===== src/rtl/fa_cla.sv =====
// fa_cla: bit-slice full-adder cells for use as the leaf of a carry-lookahead adder.
// Every slice is independent; the carry into each slice comes from external
// lookahead logic. Slice P/G are also reduced into group P/G, so a higher
// lookahead level can treat this block as a single wide slice.
module fa_cla #(
  parameter int WIDTH   = 1,
  parameter int REG_OUT = 1
) (
  input  logic             clk,
  input  logic             rst_n,
  input  logic             in_valid,
  input  logic [WIDTH-1:0] cin,
  input  logic [WIDTH-1:0] a,
  input  logic [WIDTH-1:0] b,
  output logic             out_valid,
  output logic [WIDTH-1:0] s,
  output logic [WIDTH-1:0] cout,
  output logic [WIDTH-1:0] p,
  output logic [WIDTH-1:0] g,
  output logic             gp,
  output logic             gg
);

  logic [WIDTH-1:0] p_c;
  logic [WIDTH-1:0] g_c;
  logic [WIDTH-1:0] s_c;
  logic [WIDTH-1:0] cout_c;
  logic             gp_c;
  logic             gg_c;

  // Slice add and group P/G; gg folds from slice 0 upward so higher slices dominate.
  always_comb begin
    p_c    = a ^ b;
    g_c    = a & b;
    s_c    = p_c ^ cin;
    cout_c = g_c | (p_c & cin);
    gp_c   = &p_c;
    gg_c   = 1'b0;
    for (int i = 0; i < WIDTH; i++) begin
      gg_c = g_c[i] | (p_c[i] & gg_c);
    end
  end

  if (REG_OUT != 0) begin : g_reg
    logic [WIDTH-1:0] s_q, s_d;
    logic [WIDTH-1:0] cout_q, cout_d;
    logic [WIDTH-1:0] p_q, p_d;
    logic [WIDTH-1:0] g_q, g_d;
    logic             gp_q, gp_d;
    logic             gg_q, gg_d;
    logic             vld_q;

    // Load new results only on qualified cycles so unqualified inputs never reach the outputs.
    always_comb begin
      s_d    = s_q;
      cout_d = cout_q;
      p_d    = p_q;
      g_d    = g_q;
      gp_d   = gp_q;
      gg_d   = gg_q;
      if (in_valid) begin
        s_d    = s_c;
        cout_d = cout_c;
        p_d    = p_c;
        g_d    = g_c;
        gp_d   = gp_c;
        gg_d   = gg_c;
      end
    end

    // Output register stage; reset clears everything, including the valid flag.
    always_ff @(posedge clk or negedge rst_n) begin
      if (!rst_n) begin
        s_q    <= '0;
        cout_q <= '0;
        p_q    <= '0;
        g_q    <= '0;
        gp_q   <= 1'b0;
        gg_q   <= 1'b0;
        vld_q  <= 1'b0;
      end else begin
        s_q    <= s_d;
        cout_q <= cout_d;
        p_q    <= p_d;
        g_q    <= g_d;
        gp_q   <= gp_d;
        gg_q   <= gg_d;
        vld_q  <= in_valid;
      end
    end

    assign s         = s_q;
    assign cout      = cout_q;
    assign p         = p_q;
    assign g         = g_q;
    assign gp        = gp_q;
    assign gg        = gg_q;
    assign out_valid = vld_q;
  end else begin : g_comb
    assign s         = s_c;
    assign cout      = cout_c;
    assign p         = p_c;
    assign g         = g_c;
    assign gp        = gp_c;
    assign gg        = gg_c;
    assign out_valid = in_valid;
  end

endmodule


===== config.mk =====
export PLATFORM = sky130hd
export DESIGN_NAME = fa_cla
export DESIGN_NICKNAME = d
export VERILOG_FILES = /design/src/rtl/fa_cla.sv
export SDC_FILE = /design/constraint.sdc
export NUM_CORES = 1
export LEC_CHECK = 0
export CAP_MARGIN = 5
export CORE_AREA = 2 2 39 41
export CTS_CLUSTER_SIZE = 30
export DETAILED_ROUTE_END_ITERATION = 10
export DIE_AREA = 0 0 41 43
export SLEW_MARGIN = 20
export SYNTH_ARGS = -nofsm -noshare
export SYNTH_HDL_FRONTEND = slang
export SYNTH_SLANG_ARGS = --single-unit

===== constraint.sdc =====
create_clock -name clk -period 0.8 [get_ports clk]
set_clock_uncertainty 0.15 [all_clocks]
set_input_delay 0.2 -clock clk [delete_from_list [all_inputs] [get_ports clk]]
set_output_delay 0.2 -clock clk [all_outputs]
set_load 0.01 [all_outputs]

Word level (Yosys, flattened, before mapping)
Cells that the tools add are included. Widths: inputs -> output; s select.

Register bits after elaboration: 5. Output and inout port bits: 7.

Bitwise operators: 5.

Operators with widths (number): $and 1x1->1 (2); $xor 1x1->1 (2); $or 1x1->1 (1).

Depth between registers and ports, before layout
Gate-level depths: netlist (run 1).

Depth after elaboration: 3. Depth in mapped cells: 2.

Worst setup path after synthesis (run 1)
Ideal clock, no wire load.

Path kind: in2reg. Start point: in a. End point: reg g_reg.s_q, in the netlist s. Stages on the path: 2. Library setup time: 0.125 ns. Buffers on the path: 0. Arrival time: 0.901 ns. Setup slack: -0.376 ns. Cells stage by stage: fa_1 -> mux2_2.

Cells in the longest elaborated chain, start to end: 2.

RTL lines: start, declared (line 13) `input logic [WIDTH-1:0] a,`; $xor 1x1->1 (line 33) `p_c = a ^ b;`; $xor 1x1->1 (line 35) `s_c = p_c ^ cin;`; end signal, assigned (line 74) `s_q <= '0;`; end signal, assigned (line 82) `s_q <= s_d;`; end, declared (line 45) `logic [WIDTH-1:0] s_q, s_d;`.

Every way passes these cells. A chain may end at the register's enable or synchronous reset.

Final worst setup path (run 1)
Start point: reg g_reg.p_q, in the netlist p. End point: out p.

RTL lines: start, declared (line 47) `logic [WIDTH-1:0] p_q, p_d;`; start signal, assigned (line 84) `p_q <= p_d;`; end, declared (line 18) `output logic [WIDTH-1:0] p,`.

No word-level cell between the ends.

==> results of run 1 <==
final timing paths:
path / cells after the start / end / slack, ns
max: 1 / p / -0.31
min: 1 / s$_DFFE_PN0P_ / 0.03
max reg2reg: 2 / p$_DFFE_PN0P_ / -0.24
min reg2reg: 1 / cout$_DFFE_PN0P_ / 0.36
max in group asynchronous: 1 / p$_DFFE_PN0P_ / 0.29
min in group clk: 1 / out_valid$_DFF_PN0_ / 0.21
power groups by stage:
stage	Sequential (mW)	Clock, mW	Combinational [mW]
detailed placement	0.307	0	0.221
floorplan	0.323	0	0.0760
global placement	0.306	0	0.215
finish	0.302	0.280	0.204
CTS	0.302	0.293	0.204
global route	0.305	0.310	0.225
layout make-up:
type / count / area, µm²
well taps: 16 / 20.02
clock buffers: 4 / 26.28
flip-flops and latches: 5 / 125.1
multi-input cells: 6 / 103.9
fillers: 151 / 983.4
repair buffers: 17 / 125.1
metrics by stage:
step	cell area, µm²	TNS, ns	instances
after floorplan	247.7	-1.107	13
after global placement	387.9	-6.251	42
after detailed placement	387.9	-6.366	42
after CTS	387.9	-2.993	48
after global routing	400.4	-3.212	48
final	400.4	-2.916	48
cells in the mapped netlist:
| library cell | count |
|---|---|
| buf_4 | 2 |
| dfrtp_1 | 5 |
| mux2_2 | 4 |
| ha_1 | 1 |
| fa_1 | 1 |
timing repair:
item	in CTS	in global routing
setup endpoints to repair	12	11
resized for setup	44	2
pin swaps	1	1
setup buffers	2	0
hold buffers	0	0
endpoints found under the hold margin	0	0
logic make-up after synthesis:
group                      Yosys count  share of synthesized area
DFF                                  5                     0.5747
muxes                                4                     0.2069
adders and majority gates            2                     0.1494
buffers and inverters                2                    0.06895
per-layer routing:
metal  part of all wire  global-route usage
met4                  0             0.04000
met5                  0                   0
met3               0.19             0.06283
met2               0.41             0.08125
met1               0.39             0.06230
==> flow_metrics.py, run 1 <==
metrics = {
    "yosys": {
        "syn_avg_cell_area_um2": 16.75,
        "seq_area_frac_synth": 0.5747,
        "yosys-top-cells-area": "dfrtp_1, mux2_2, fa_1",
        "synth.top_cell.area_share": 0.5747,
        "ys_types": 5,
        "synth-seq-cells": 5,
        "synth_warnings": 0,
        "syn_nets": 21,
        "syn_area_um2": 217.7,
        "synth_top_area_cell": "dfrtp_1",
        "syn_inst": 13,
    },
    "setup_path": {
        "critPathMaxStageDelay_ns": 0.38,
        "rr_startpoint": "p$_DFFE_PN0P_",
        "cp_max_fo": 3,
        "cp-start-kind": "flip-flop",
        "critPathLaunch": "p$_DFFE_PN0P_",
        "crit_type": "flip-flop to output pin",
        "critPathBufInv": 1,
        "critPathSlowestCell": "dfrtp_1",
        "required_ns": 0.45,
        "path_delay_family": "flip-flops",
        "crit_chain": "buf_2",
        "critPathArrivalTime_ns": 0.76,
        "cp-end-kind": "output pin",
    },
    "power_and_ir_drop": {
        "pwr-share-seq": 0.384,
        "power.internal_mw": 0.6012,
        "power_mw": 0.7852,
        "p_clk_frac": 0.356,
        "vdd_drop_max_uv": 733.8,
        "comb_power_share": 0.259,
        "power_leakage_nw": 0.1994,
        "p_switching_mw": 0.1840,
        "pwr_density_cell_nw_per_um2": 1961,
        "swShare": 0.2343,
    },
    "floorplan": {
        "die_x_um": 41,
        "core_um2": 1384,
        "start_util": 0.1573,
        "die_y_um": 43,
        "rows": 14,
        "io_pins": 13,
        "die_area_um2": 1763,
    },
    "clock_network": {
        "clockRootBuffer": "clkbuf_4",
        "cts_tree": "yes",
        "cts_buffers": 3,
        "clk_path_buf_depth": 2,
        "cts.sinks": 5,
        "clk_pin_slew_ns": 0.04,
        "clk_latency_ns": 0.23,
        "htreeDepth": 1,
    },
    "route": {
        "totalWireLength_um": 426,
        "dr.pass1.iters": 1,
        "post-route-drc-count": 0,
        "antenna_left": 0,
        "vias_per_cell": 3.500,
        "wl_per_cell_um": 8.875,
        "drt_iter0_drc": 0,
        "vias": 168,
    },
    "sta": {
        "finalWorstSetupSlack_ns": -0.3103,
        "relSlewSlack": 0.8336,
        "period_minus_slack_ns": 1.110,
        "setup-violations-final": 11,
        "worstMarginPinSlew_ns": 0.2495,
        "final.period_utilization": 1.388,
        "fmax_ghz": 0.9006,
        "whs_ns": 0.02964,
        "grt_setup_unrepaired": "true",
        "slew_viol_final": 0,
        "hold_violations": 0,
    },
    "grt": {
        "grt_overflow": 0,
        "grt.total_usage": 0.06364,
        "grt_max_degree": 6,
        "antenna_found_initial": 0,
        "grt_pass1_vias": 157,
        "grt_pass1_wl_um": 655,
    },
    "placed_design": {
        "pre_cts_slack_ns": -0.9099,
        "place.gp.congestion": 0.6895,
        "io_buffers": 12,
        "dpl.hpwl_um": 334,
    },
    "cells_and_area": {
        "layout_commonest_cell": "buf_2",
        "nets": 41,
        "drive_gt1_frac": 0.7500,
        "area_growth_pct": 83.91,
        "layout_common_cells": "buf_2, dfrtp_1, buf_4",
        "fin_util": 0.2893,
        "antenna_cells": 0,
    },
    "outcome": {
        "run_status": "finished, violations left",
        "failed_checks": "setup timing",
    },
    "job": {
        "cap_violations": 0,
    },
    "min_path": {
        "hp-class": "input pin to async pin",
    },
}
Note: power is estimated with default switching activity, not from simulation.
==> inputs of run 2 (changes only) <==
--- a/config.mk
+++ b/config.mk
@@ -10,6 +10,7 @@
 export CTS_CLUSTER_SIZE = 30
 export DETAILED_ROUTE_END_ITERATION = 10
 export DIE_AREA = 0 0 41 43
+export RECOVER_POWER = 100
 export SLEW_MARGIN = 20
 export SYNTH_ARGS = -nofsm -noshare
 export SYNTH_HDL_FRONTEND = slang
==> flow_metrics.py, run 2 (synthesis results as in run 1) <==
metrics = {
    "setup_path": {
        "required_ns": 0.45,
        "critPathArrivalTime_ns": 0.76,
        "crit_type": "flip-flop to output pin",
        "regToRegEndpoint": "p$_DFFE_PN0P_",
        "path_delay_family": "flip-flops",
        "critPathSlowestCell": "dfrtp_1",
        "ff2ff_path_depth": 2,
        "crit_chain": "buf_2",
        "critPathMaxStageDelay_ns": 0.38,
        "rr_startpoint": "p$_DFFE_PN0P_",
        "critPathBufInv": 1,
        "cp-end-kind": "output pin",
        "cp_max_fo": 3,
        "cp-start-kind": "flip-flop",
        "reg2reg_slack_ns": -0.24,
    },
    "grt": {
        "grt_pass1_wl_um": 655,
        "grt_overflow": 0,
        "antenna_found_initial": 0,
        "grt_pass1_vias": 157,
        "grt_max_degree": 6,
        "grt.total_usage": 0.06364,
    },
    "cells_and_area": {
        "antenna_cells": 0,
        "drive_gt1_frac": 0.7500,
        "nets": 41,
        "finalNonFillerCells": 48,
        "ff_latch_area_um2": 125.1,
        "area_growth_pct": 83.91,
        "layout_common_cells": "buf_2, dfrtp_1, buf_4",
        "fill_cells": 151,
        "multi_input_area_um2": 103.9,
        "layout_commonest_cell": "buf_2",
        "fin_util": 0.2893,
    },
    "clock_network": {
        "clk_path_buf_depth": 2,
        "htreeDepth": 1,
        "clockRootBuffer": "clkbuf_4",
        "cts.sinks": 5,
        "clk_latency_ns": 0.23,
        "cts_buffers": 3,
        "cts_tree": "yes",
        "clk_pin_slew_ns": 0.04,
        "cts_hold_buffers": 0,
    },
    "min_path": {
        "hp-class": "input pin to async pin",
    },
    "floorplan": {
        "die_y_um": 43,
        "core_um2": 1384,
        "io_pins": 13,
        "start_util": 0.1573,
        "die_area_um2": 1763,
        "rows": 14,
        "die_x_um": 41,
    },
    "sta": {
        "relSlewSlack": 0.8336,
        "finalWorstSetupSlack_ns": -0.3103,
        "hold_violations": 0,
        "slew_viol_final": 0,
        "period_minus_slack_ns": 1.110,
        "setup_tns_ns": -2.916,
        "fmax_ghz": 0.9006,
        "grt_setup_unrepaired": "true",
        "worstMarginPinSlew_ns": 0.2495,
        "final.period_utilization": 1.388,
        "setup-violations-final": 11,
    },
    "route": {
        "wl_per_cell_um": 8.854,
        "antenna_left": 0,
        "vias_per_cell": 3.500,
        "post-route-drc-count": 0,
        "vias": 168,
        "totalWireLength_um": 425,
        "drt_iter0_drc": 0,
        "dr.pass1.iters": 1,
    },
    "power_and_ir_drop": {
        "pwr_density_cell_nw_per_um2": 1959,
        "vdd_drop_max_uv": 733.8,
        "power_leakage_nw": 0.1996,
    },
    "placed_design": {
        "place.gp.congestion": 0.6895,
        "placed_cells": 42,
        "dpl.hpwl_um": 334,
        "io_buffers": 12,
    },
    "job": {
        "cap_violations": 0,
    },
    "outcome": {
        "run_status": "finished, violations left",
        "failed_checks": "setup timing",
    },
}
run 2: cell count changes in the layout (fill, tap and decap cells not counted), sizes merged:
cell,previous run,this run
clkdlybuf4s50,1,0
dlygate4sd3,0,1
run 2: worst max-delay path by stage:
stage                        from             to  cells past startpoint
CTS                 p$_DFFE_PN0P_             gp                      1
finish              p$_DFFE_PN0P_              p                      1
global placement                b  s$_DFFE_PN0P_                      3
detailed placement              b  s$_DFFE_PN0P_                      3
floorplan                       a  s$_DFFE_PN0P_                      2
global route        p$_DFFE_PN0P_              p                      1
run 2: worst register-to-register path: stages, from the launching register on:
cell and delay, ns:
dfrtp_1 0.38, buf_4 0.13, mux2_4 0.26
run 2: cell type report:
| class | instances | area share |
|---|---|---|
| Sequential cell | 5 | 0.3125 |
| Timing Repair Buffer | 17 | 0.3125 |
| Multi-Input combinational cell | 6 | 0.2594 |
| Clock buffer | 4 | 0.06563 |
| Tap cell | 16 | 0.05000 |
run 2: power by group:
part	total, mW	leakage, nW	internal (mW)	switching (mW)
logic	0.203	0.125	0.127	0.0756
clock network	0.280	0.0150	0.188	0.0920
registers	0.302	0.0596	0.285	0.0163
run 2: layer usage:
layer / track usage / routed length, µm
met5: 0 / 0
met4: 0.04000 / 0
met3: 0.06283 / 82
met1: 0.06230 / 167
met2: 0.08125 / 176
run 2: metrics by stage:
stage,hold slack (ns),setup WS [ns],power [mW],cell area [µm²]
global route,0.1192,-0.3459,0.8393,400.4
detailed placement,0.2866,-0.9099,0.5280,387.9
finish,0.09984,-0.3103,0.7842,400.4
CTS,0.03296,-0.3209,0.7986,387.9
global placement,0.2821,-0.8776,0.5211,387.9
floorplan,-0.2456,-0.3561,0.3991,247.7
run 2: what timing repair did:
item	4_1_cts	5_1_grt
setup buffers	2	0
gates cloned	0	0
resized for setup	44	2
endpoints found under the setup margin	12	11
hold endpoints to repair	0	0
pin swaps	1	1
==> inputs of run 3 (changes only) <==
--- a/config.mk
+++ b/config.mk
@@ -7,9 +7,11 @@
 export LEC_CHECK = 0
 export CAP_MARGIN = 5
 export CORE_AREA = 2 2 39 41
+export CTS_BUF_LIST = sky130_fd_sc_hd__clkbuf_4 sky130_fd_sc_hd__clkbuf_8
 export CTS_CLUSTER_SIZE = 30
 export DETAILED_ROUTE_END_ITERATION = 10
 export DIE_AREA = 0 0 41 43
+export MAX_ROUTING_LAYER = met4
 export RECOVER_POWER = 100
 export SLEW_MARGIN = 20
 export SYNTH_ARGS = -nofsm -noshare
==> flow_metrics.py, run 3 (synthesis results as in run 1) <==
metrics = {
    "sta": {
        "fmax_ghz": 0.8995,
        "finalWorstSetupSlack_ns": -0.3117,
        "slew_viol_final": 0,
        "grt_setup_unrepaired": "true",
        "hold_violations": 0,
        "final.period_utilization": 1.390,
        "setup-violations-final": 11,
        "worstMarginPinSlew_ns": 0.2503,
        "period_minus_slack_ns": 1.112,
        "relSlewSlack": 0.8331,
    },
    "setup_path": {
        "path_delay_family": "flip-flops",
        "cp-start-kind": "flip-flop",
        "rr_startpoint": "p$_DFFE_PN0P_",
        "crit_type": "flip-flop to output pin",
        "regToRegEndpoint": "p$_DFFE_PN0P_",
        "cp-end-kind": "output pin",
        "reg2reg_slack_ns": -0.24,
        "critPathArrivalTime_ns": 0.76,
        "required_ns": 0.45,
        "critPathSlowestCell": "dfrtp_1",
        "critPathMaxStageDelay_ns": 0.38,
        "ff2ff_path_depth": 2,
        "critPathBufInv": 1,
        "crit_chain": "buf_2",
        "cp_max_fo": 3,
    },
    "cells_and_area": {
        "nets": 41,
        "layout_commonest_cell": "buf_2",
        "area_growth_pct": 85.63,
        "fin_util": 0.2920,
        "drive_gt1_frac": 0.7813,
        "finalNonFillerCells": 48,
        "final_cell_area_um2": 404.1,
        "fill_cells": 151,
        "layout_common_cells": "buf_2, dfrtp_1, buf_4",
        "antenna_cells": 0,
    },
    "floorplan": {
        "die_y_um": 43,
        "rows": 14,
        "die_x_um": 41,
        "io_pins": 13,
        "start_util": 0.1573,
        "die_area_um2": 1763,
        "core_um2": 1384,
    },
    "power_and_ir_drop": {
        "power_mw": 0.8203,
        "pwr_density_cell_nw_per_um2": 2030,
        "p_clk_frac": 0.385,
        "vdd_drop_max_uv": 743.1,
        "power.internal_mw": 0.6342,
        "swShare": 0.2269,
        "comb_power_share": 0.247,
        "power_leakage_nw": 0.2030,
        "p_switching_mw": 0.1861,
        "pwr-share-seq": 0.368,
    },
    "placed_design": {
        "dpl.hpwl_um": 334,
        "place_area_um2": 387.9,
        "place.gp.congestion": 0.6968,
        "pre_cts_slack_ns": -0.9099,
        "io_buffers": 12,
        "placed_cells": 42,
    },
    "route": {
        "antenna_left": 0,
        "drt_iter0_drc": 0,
        "vias": 170,
        "post-route-drc-count": 0,
        "totalWireLength_um": 428,
        "vias_per_cell": 3.542,
        "wl_per_cell_um": 8.917,
        "dr.pass1.iters": 1,
    },
    "clock_network": {
        "cts_tree": "yes",
        "clk_pin_slew_ns": 0.04,
        "clockRootBuffer": "clkbuf_4",
        "clk_latency_ns": 0.24,
        "clk_path_buf_depth": 2,
        "cts_hold_buffers": 0,
        "cts_buffers": 3,
        "cts.sinks": 5,
        "htreeDepth": 1,
    },
    "grt": {
        "grt.total_usage": 0.06522,
        "grt_pass1_vias": 157,
        "antenna_found_initial": 0,
        "grt_overflow": 0,
        "grt_pass1_wl_um": 655,
        "grt_max_degree": 6,
    },
    "job": {
        "cap_violations": 0,
    },
    "outcome": {
        "failed_checks": "setup timing",
        "run_status": "finished, violations left",
    },
    "min_path": {
        "hp-class": "input pin to async pin",
    },
}
-- run 3: cell counts in the layout (fill, tap and decap cells not counted) --
Identical to the previous run, type by type.
-- run 3: area by class of cell --
class | count | area, µm² | share of cell area
multi-input cells | 6 | 103.9 | 0.2570
clock buffers | 4 | 30.03 | 0.07430
well taps | 16 | 20.02 | 0.04954
repair buffers | 17 | 125.1 | 0.3096
flip-flops and latches | 5 | 125.1 | 0.3096
-- run 3: how the worst max path moves through the flow --
stage,startpoint,endpoint,slack [ns],cells past startpoint
after global placement,b,s$_DFFE_PN0P_,-0.88,3
final,p$_DFFE_PN0P_,p,-0.31,1
after detailed placement,b,s$_DFFE_PN0P_,-0.91,3
after global routing,p$_DFFE_PN0P_,p,-0.35,1
after CTS,p$_DFFE_PN0P_,gp,-0.32,1
after floorplan,a,s$_DFFE_PN0P_,-0.36,2
-- run 3: repair_timing --
| item | CTS | global route |
|---|---|---|
| endpoints found under the hold margin | 0 | 0 |
| buffers inserted | 2 | 0 |
| gates resized for setup | 44 | 2 |
| endpoints found under the setup margin | 12 | 11 |
| pin swaps | 1 | 1 |
-- run 3: power by group through the flow --
stage	Sequential, mW	Clock [mW]	Combinational (mW)
floorplan	0.323	0	0.0760
global placement	0.306	0	0.215
detailed placement	0.307	0	0.221
CTS	0.302	0.330	0.204
global route	0.305	0.344	0.224
finish	0.302	0.316	0.203
-- run 3: stage by stage --
stage	hold slack, ns	TNS [ns]
final	0.09817	-2.928
after global routing	0.1189	-3.212
after CTS	0.03017	-3.005
after detailed placement	0.2866	-6.366
after global placement	0.2821	-6.251
after floorplan	-0.2456	-1.107
-- run 3: per-layer routing --
| layer | routed length [µm] | up-vias | global-route usage |
|---|---|---|---|
| met3 | 82 | 0 | 0.06283 |
| met1 | 163 | 76 | 0.06230 |
| met4 | 0 | 0 | 0.04000 |
| li1 | - | 80 | - |
| met5 | 0 | - | - |
| met2 | 181 | 14 | 0.08125 |
-- run 3: worst reg2reg max path, delay by kind of cell, from the launching register on --
family	cells	cell delay, ns
flip-flops	1	0.38
multiplexers	1	0.26
buffers and inverters	1	0.13
